**config.mk**
```make
export PLATFORM = sky130hd
export DESIGN_NAME = wb_snoop_ctrl
export DESIGN_NICKNAME = d
export VERILOG_FILES = /design/src/rtl/wb_snoop_pkg.sv /design/src/rtl/wb_snoop_collect.sv /design/src/rtl/wb_snoop_ctrl.sv
export SDC_FILE = /design/constraint.sdc
export NUM_CORES = 1
export LEC_CHECK = 0
export ABC_AREA = 1
export CORE_AREA = 2 2 139 87
export DETAILED_ROUTE_END_ITERATION = 7
export DIE_AREA = 0 0 141 89
export PLACE_DENSITY = 0.9
export SLEW_MARGIN = 20
export SYNTH_ARGS = -nofsm -noshare
export SYNTH_HDL_FRONTEND = slang
export SYNTH_SLANG_ARGS = --single-unit
export TNS_END_PERCENT = 10
```
**constraint.sdc**
```tcl
create_clock -name wb_clk_i -period 1.8 [get_ports wb_clk_i]
set_input_delay 0.36 -clock wb_clk_i [delete_from_list [all_inputs] [get_ports wb_clk_i]]
set_output_delay 0.36 -clock wb_clk_i [all_outputs]
set_load 0.03 [all_outputs]
```
**src/rtl/wb_snoop_pkg.sv**
```systemverilog
// wb_snoop_pkg
// Shared encodings for the coherent snoop sequencer: the snoop type that is
// broadcast to the cores, the per-core snoop response codes, and the
// sequencer FSM states.
package wb_snoop_pkg;

  typedef enum logic [1:0] {
    SNOOP_TYPE_IDLE     = 2'b00,
    SNOOP_TYPE_READ     = 2'b01,
    SNOOP_TYPE_WRITE    = 2'b10,
    SNOOP_TYPE_NOT_USED = 2'b11
  } snoop_type_e;

  typedef enum logic [1:0] {
    SNOOP_RESP_PENDING = 2'b00,
    SNOOP_RESP_MISS    = 2'b01,
    SNOOP_RESP_HIT     = 2'b10,
    SNOOP_RESP_ACK     = 2'b11
  } snoop_resp_e;

  typedef enum logic [1:0] {
    ST_IDLE    = 2'b00,
    ST_SNOOP   = 2'b01,
    ST_FORWARD = 2'b10,
    ST_MEM     = 2'b11
  } snoop_state_e;

endpackage

```
**src/rtl/wb_snoop_collect.sv**
```systemverilog
// wb_snoop_collect
// Collects snoop responses for one transaction: sticky per-core seen/hit
// masks, lowest-index hit selection and capture of the winning core's data.
// Ports:
//   clk, rst      clock, synchronous active-high reset
//   start_i       clear the collector (new transaction accepted)
//   active_i      sequencer is in the snoop phase; responses are sampled
//   en_mask_i     cores whose responses count (requester excluded)
//   is_read_i     1 = read transaction (hits possible), 0 = write
//   resp_i        per-core 2-bit responses
//   dat_i         per-core snoop data
//   all_seen_o    every enabled core has responded, including this cycle
//   any_hit_o     at least one hit captured, including this cycle
//   hit_dat_o     data of the lowest-index hitting core, including this cycle
module wb_snoop_collect
  import wb_snoop_pkg::*;
#(
  parameter int dw        = 32,
  parameter int num_cores = 2
) (
  input  logic                    clk,
  input  logic                    rst,
  input  logic                    start_i,
  input  logic                    active_i,
  input  logic [num_cores-1:0]    en_mask_i,
  input  logic                    is_read_i,
  input  logic [num_cores*2-1:0]  resp_i,
  input  logic [num_cores*dw-1:0] dat_i,
  output logic                    all_seen_o,
  output logic                    any_hit_o,
  output logic [dw-1:0]           hit_dat_o
);

  logic [num_cores-1:0] seen_q, seen_d;
  logic [num_cores-1:0] hit_q, hit_d;
  logic [dw-1:0]        hit_dat_q, hit_dat_d;
  logic [num_cores-1:0] new_seen;
  logic [num_cores-1:0] new_hit;
  logic                 found;

  // hit_dat_q always holds the data of the lowest-index core in hit_q, so a
  // new hit only replaces it when it becomes the lowest index overall.
  always_comb begin
    new_seen  = '0;
    new_hit   = '0;
    found     = 1'b0;
    hit_dat_d = hit_dat_q;
    for (int i = 0; i < num_cores; i++) begin
      if (active_i && en_mask_i[i] && !seen_q[i] &&
          resp_i[2*i +: 2] != SNOOP_RESP_PENDING) begin
        new_seen[i] = 1'b1;
        if (is_read_i && resp_i[2*i +: 2] == SNOOP_RESP_HIT) begin
          new_hit[i] = 1'b1;
        end
      end
    end
    seen_d = seen_q | new_seen;
    hit_d  = hit_q | new_hit;
    for (int i = 0; i < num_cores; i++) begin
      if (hit_d[i] && !found) begin
        found = 1'b1;
        if (new_hit[i]) begin
          hit_dat_d = dat_i[i*dw +: dw];
        end
      end
    end
    if (start_i) begin
      seen_d    = '0;
      hit_d     = '0;
      hit_dat_d = '0;
    end
  end

  always_ff @(posedge clk) begin
    if (rst) begin
      seen_q    <= '0;
      hit_q     <= '0;
      hit_dat_q <= '0;
    end else begin
      seen_q    <= seen_d;
      hit_q     <= hit_d;
      hit_dat_q <= hit_dat_d;
    end
  end

  assign all_seen_o = &(seen_d | ~en_mask_i);
  assign any_hit_o  = |hit_d;
  assign hit_dat_o  = hit_dat_d;

endmodule

```
**src/rtl/wb_snoop_ctrl.sv**
```systemverilog
// wb_snoop_ctrl
// Sequences one coherent transaction: accept a granted request, broadcast a
// snoop to all other cores, collect responses, then either forward hit data
// or hand the transaction to the memory path and wait for completion.
// Optional feature: define WB_SNOOP_TIMEOUT_EN to bound the snoop phase to
// snoop_timeout cycles (timeout_o pulses and the transaction goes to memory).
// Ports:
//   wb_clk_i, wb_rst_i       clock, synchronous active-high reset
//   req_valid_i/req_ready_o  request handshake (ready only in IDLE)
//   req_core_i/adr/we        requesting core, address, write flag
//   snoop_adr/type/en_o      snoop broadcast
//   snoop_response_i         per-core responses, snooped_dat_i per-core data
//   mem_req_o, mem_done_i    memory path release and completion
//   fwd_valid_o, fwd_dat_o   forwarded hit data
//   done_o, timeout_o        completion and snoop timeout pulses
module wb_snoop_ctrl
  import wb_snoop_pkg::*;
#(
  parameter int  dw            = 32,
  parameter int  aw            = 32,
  parameter int  num_cores     = 2,
  parameter int  snoop_timeout = 16,
  localparam int sel_bits      = (num_cores > 1) ? $clog2(num_cores) : 1
) (
  input  logic                    wb_clk_i,
  input  logic                    wb_rst_i,
  input  logic                    req_valid_i,
  output logic                    req_ready_o,
  input  logic [sel_bits-1:0]     req_core_i,
  input  logic [aw-1:0]           req_adr_i,
  input  logic                    req_we_i,
  output logic [aw-1:0]           snoop_adr_o,
  output logic [1:0]              snoop_type_o,
  output logic [num_cores-1:0]    snoop_en_o,
  input  logic [num_cores*2-1:0]  snoop_response_i,
  input  logic [num_cores*dw-1:0] snooped_dat_i,
  output logic                    mem_req_o,
  input  logic                    mem_done_i,
  output logic                    fwd_valid_o,
  output logic [dw-1:0]           fwd_dat_o,
  output logic                    done_o,
  output logic                    timeout_o
);

  snoop_state_e         state_q, state_d;
  logic [aw-1:0]        adr_q, adr_d;
  logic                 we_q, we_d;
  logic [sel_bits-1:0]  core_q, core_d;
  logic [dw-1:0]        fwd_dat_q, fwd_dat_d;
  logic [num_cores-1:0] en_mask;
  logic                 col_start;
  logic                 col_active;
  logic                 all_seen;
  logic                 any_hit;
  logic [dw-1:0]        hit_dat;

`ifdef WB_SNOOP_TIMEOUT_EN
  localparam int cnt_w = $clog2(snoop_timeout) + 1;
  logic [cnt_w-1:0] cnt_q, cnt_d;
  logic             timeout_hit;
  assign timeout_hit = (cnt_q == cnt_w'(snoop_timeout - 1));
`else
  assign timeout_o = 1'b0;
`endif

  // Every core except the requester is snooped.
  always_comb begin
    for (int i = 0; i < num_cores; i++) begin
      en_mask[i] = (core_q != sel_bits'(i));
    end
  end

  wb_snoop_collect #(
    .dw        (dw),
    .num_cores (num_cores)
  ) u_collect (
    .clk        (wb_clk_i),
    .rst        (wb_rst_i),
    .start_i    (col_start),
    .active_i   (col_active),
    .en_mask_i  (en_mask),
    .is_read_i  (!we_q),
    .resp_i     (snoop_response_i),
    .dat_i      (snooped_dat_i),
    .all_seen_o (all_seen),
    .any_hit_o  (any_hit),
    .hit_dat_o  (hit_dat)
  );

  always_comb begin
    state_d      = state_q;
    adr_d        = adr_q;
    we_d         = we_q;
    core_d       = core_q;
    fwd_dat_d    = fwd_dat_q;
    col_start    = 1'b0;
    col_active   = 1'b0;
    req_ready_o  = 1'b0;
    snoop_type_o = SNOOP_TYPE_IDLE;
    snoop_en_o   = '0;
    mem_req_o    = 1'b0;
    fwd_valid_o  = 1'b0;
    done_o       = 1'b0;
`ifdef WB_SNOOP_TIMEOUT_EN
    timeout_o    = 1'b0;
    cnt_d        = cnt_q;
`endif
    case (state_q)
      ST_IDLE: begin
        req_ready_o = 1'b1;
        if (req_valid_i) begin
          adr_d     = req_adr_i;
          we_d      = req_we_i;
          core_d    = req_core_i;
          col_start = 1'b1;
          state_d   = ST_SNOOP;
`ifdef WB_SNOOP_TIMEOUT_EN
          cnt_d     = '0;
`endif
        end
      end
      ST_SNOOP: begin
        col_active   = 1'b1;
        snoop_type_o = we_q ? SNOOP_TYPE_WRITE : SNOOP_TYPE_READ;
        snoop_en_o   = en_mask;
`ifdef WB_SNOOP_TIMEOUT_EN
        cnt_d        = cnt_q + 1'b1;
`endif
        // Resolution waits for every snooped core, so a later lower-index
        // hit still wins over an earlier higher-index one.
        if (all_seen) begin
          if (!we_q && any_hit) begin
            fwd_dat_d = hit_dat;
            state_d   = ST_FORWARD;
          end else begin
            state_d = ST_MEM;
          end
        end
`ifdef WB_SNOOP_TIMEOUT_EN
        else if (timeout_hit) begin
          if (!we_q && any_hit) begin
            fwd_dat_d = hit_dat;
            state_d   = ST_FORWARD;
          end else begin
            timeout_o = 1'b1;
            state_d   = ST_MEM;
          end
        end
`endif
      end
      ST_FORWARD: begin
        fwd_valid_o = 1'b1;
        done_o      = 1'b1;
        state_d     = ST_IDLE;
      end
      ST_MEM: begin
        mem_req_o = 1'b1;
        if (mem_done_i) begin
          done_o  = 1'b1;
          state_d = ST_IDLE;
        end
      end
      default: state_d = ST_IDLE;
    endcase
  end

  always_ff @(posedge wb_clk_i) begin
    if (wb_rst_i) begin
      state_q   <= ST_IDLE;
      adr_q     <= '0;
      we_q      <= 1'b0;
      core_q    <= '0;
      fwd_dat_q <= '0;
`ifdef WB_SNOOP_TIMEOUT_EN
      cnt_q     <= '0;
`endif
    end else begin
      state_q   <= state_d;
      adr_q     <= adr_d;
      we_q      <= we_d;
      core_q    <= core_d;
      fwd_dat_q <= fwd_dat_d;
`ifdef WB_SNOOP_TIMEOUT_EN
      cnt_q     <= cnt_d;
`endif
    end
  end

  assign snoop_adr_o = adr_q;
  assign fwd_dat_o   = fwd_dat_q;

endmodule

```
==> flow_metrics.env <==
export IMPL_outcome="complete, but fails checks"
export IMPL_violations="negative setup slack"
export IMPL_dieArea_sq_mm=0.0125
export IMPL_max_cap_violations=0
export IMPL_required_ps=2020
export IMPL_synth_top_area_cell="dfxtp_1"
export IMPL_seq_power_share_pct=45.8
export IMPL_pwr_share_comb_pct=20.7
export IMPL_antenna_found_initial=0
export IMPL_cp_arrival_ps=2030
export IMPL_die_y_microns=89
export IMPL_path_clk_slew_ps=70
export IMPL_layout_drive_gt1_share_pct=13.0
export IMPL_clk_latency_ps=340
export IMPL_power_switching_mw=1.47
export IMPL_skew_ps=10.2
export IMPL_fin_crit_ps=1810
export IMPL_final_antenna_net_count=0
export IMPL_row_count=30
export IMPL_cts_inserted_buffers=9
export IMPL_p_per_area_mw_per_mm2=683
export IMPL_clock_sinks=104
export IMPL_swShare_pct=27.6
export IMPL_drc=0
export IMPL_yosysUniqueCellTypes=18
export IMPL_criticalPathCategory="reg2reg"
export IMPL_timing_fmax_ghz=0.552
export IMPL_cts_max_path_buffers=2
export IMPL_grt_ovfl_total=0
export IMPL_power_frac_clock_pct=33.4
export IMPL_grt_pass1_wl_mm=22.8
export IMPL_drtPass1Iterations=4
export IMPL_cp_end_kind="register"
export IMPL_final_max_slew_viol_count=0
export IMPL_initial_utilization_pct=44.5
export IMPL_yosys_top_cells_area="dfxtp_1 (42%), nand2_1 (16%), nor2_1 (16%)"
export IMPL_grt_start_max_net_pins=40
export IMPL_startpoint_type="register"
export IMPL_power_mw=5.32
export IMPL_synth_warnings=0
export IMPL_avgRoutedWirePerCell_microns=13.6
export IMPL_rsz0062_at_grt="yes"
export IMPL_synth_avg_cell_area_sq_um=6.20
export IMPL_grt_pass1_vias=4754
export IMPL_dieWidth_microns=141
export IMPL_tns_ps=-11.8
export IMPL_async_flop_share_pct=0
export IMPL_ios=179
export IMPL_timing_final_crit_share_pct=101
export IMPL_setup_viol=1
export IMPL_ys_seq_area_share_pct=42.0
export IMPL_synth_ff_type="dfxtp_1"
export IMPL_hold_viol=0
export IMPL_cts_max_level=3
export IMPL_ys_seq_elements=104
export IMPL_drt_initial_drc_count=268
export IMPL_area_growth_pct=57.1
export IMPL_synthesis_area_sq_mm=0.00496
export IMPL_antenna_cells=0
export IMPL_synthCells=800
export IMPL_routabilityCongestion=0.853
export IMPL_tritoncts="built"
export IMPL_synth_most_common_cell="nand2_1"
export IMPL_dp_hpwl_mm=9.92
export IMPL_coreArea_sq_mm=0.0111
export IMPL_p_leak_nw=3.89
export IMPL_cp_max_fo=8
export IMPL_synth_edf_count=0
export IMPL_yosys_top_cells_count="nand2_1 (210), nor2_1 (208), inv_1 (111)"
export IMPL_irDropWorstVdd_mv=0.464
export IMPL_port_buffers=177
export IMPL_synth_nets=906
export IMPL_hp_class="in2reg"
export IMPL_intPower_mw=3.86
export IMPL_synth_top_area_share_pct=42.0
export IMPL_via_per_inst=4.69
export IMPL_totalWireLength_mm=15.6
export IMPL_setup_ws_ps=-11.8
export IMPL_root_buffer="clkbuf_16"
export IMPL_gr_usage_all_layers_pct=22.7
export IMPL_vias=5388
export IMPL_fin_nets=1105
cells by family after synthesis:
kind of cell           share of synthesized area, %
AO/OA/AOI/OAI                                  4.14
flip-flops                                     42.0
buffers and inverters                          13.2
other                                        0.0756
AND/OR/NAND/NOR                                40.6
sequential cells by signal, summed over array words and instances (netlist names):
signal,count
u_collect.hit_q,2
core_q,1
state_q,2
snoop_adr_o,32
u_collect.seen_q,2
fwd_dat_o,32
u_collect.hit_dat_q,32
we_q,1
layout make-up:
cell class	instances	area [sq um]
fillers	916	3360
inverters	113	427
repair buffers	232	2440
clock inverters	5	33.8
well taps	144	180
flip-flops and latches	104	2090
clock buffers	11	233
multi-input cells	539	2390
per-stage QoR:
step / setup WS (ps) / hold WS [ps] / area [sq um] / cells / utilization (%)
after floorplan: 29.7 / 472 / 4970 / 800 / -
after detailed placement: -395 / 473 / 7060 / 1112 / 63.3
final: -11.8 / 428 / 7790 / 1148 / 69.9
after CTS: -2.28 / 425 / 7330 / 1128 / 65.7
after global routing: -100 / 453 / 7790 / 1148 / 69.9
after global placement: -324 / 462 / 7060 / 1112 / 63.3
what timing repair did:
item / 4_1_cts / 5_1_grt
cloned: 0 / 10
pin swaps: 1 / 19
hold buffers: 0 / 0
resized for setup: 9 / 59
buffers inserted: 0 / 10
setup endpoints to repair: 11 / 54
worst max-delay path, stage by stage (launching register included):
cell and delay (ps):
dfxtp_2 330, inv_2 90, nand2_2 70, nor2_4 140
nand3_4 130, nand2_2 100, nand2_2 60, nand2_2 90
nand3_4 240, clkbuf_16 270, nor2_1 120, nor2_1 70
cells in the final DEF (no fill, tap or decap), types with 2 or more instances in the layout:
cell type and n:
dlygate4sd2_1 6, dfxtp_1 100, inv_1 109, o21ai_0 35, nand2_2 13, clkinvlp_4 2, nor2_1 188, nand3_1 35
buf_4 39, nor2_4 4, a21oi_1 5, nand3_4 4, dlymetal6s2s_1 4, nand3_2 2, clkbuf_1 2, nor3_1 32
buf_6 3, nand2_1 194, nand2_4 5, inv_2 3, clkinv_2 2, buf_12 9, clkdlybuf4s50_1 162, dfxtp_2 3
nor2_2 19, clkbuf_16 17
final timing paths:
path	start	end	slack [ps]	cells after the start
max reg2reg	we_q	fwd_dat_o[19]	-10	11
min	wb_rst_i	state_q[0]	430	4
min reg2reg	snoop_adr_o[27]	snoop_adr_o[27]	480	2
max	we_q	fwd_dat_o[19]	-10	11
metal layers:
metal	track usage (%)	share of wire, %
met1	30.3	48
met2	37.4	44
met4	4.55	1.1
met3	6.37	7.3
met5	0	0
power groups by stage:
| stage | logic, mW | clock network, mW | registers [mW] |
|---|---|---|---|
| after floorplan | 0.377 | 0 | 2.62 |
| final | 1.10 | 1.78 | 2.44 |
| after CTS | 1.03 | 1.82 | 2.44 |
| after detailed placement | 1.03 | 0 | 2.49 |
| after global placement | 1.02 | 0 | 2.49 |
| after global routing | 1.19 | 1.92 | 2.45 |
(Power assumes the default switching activity.)
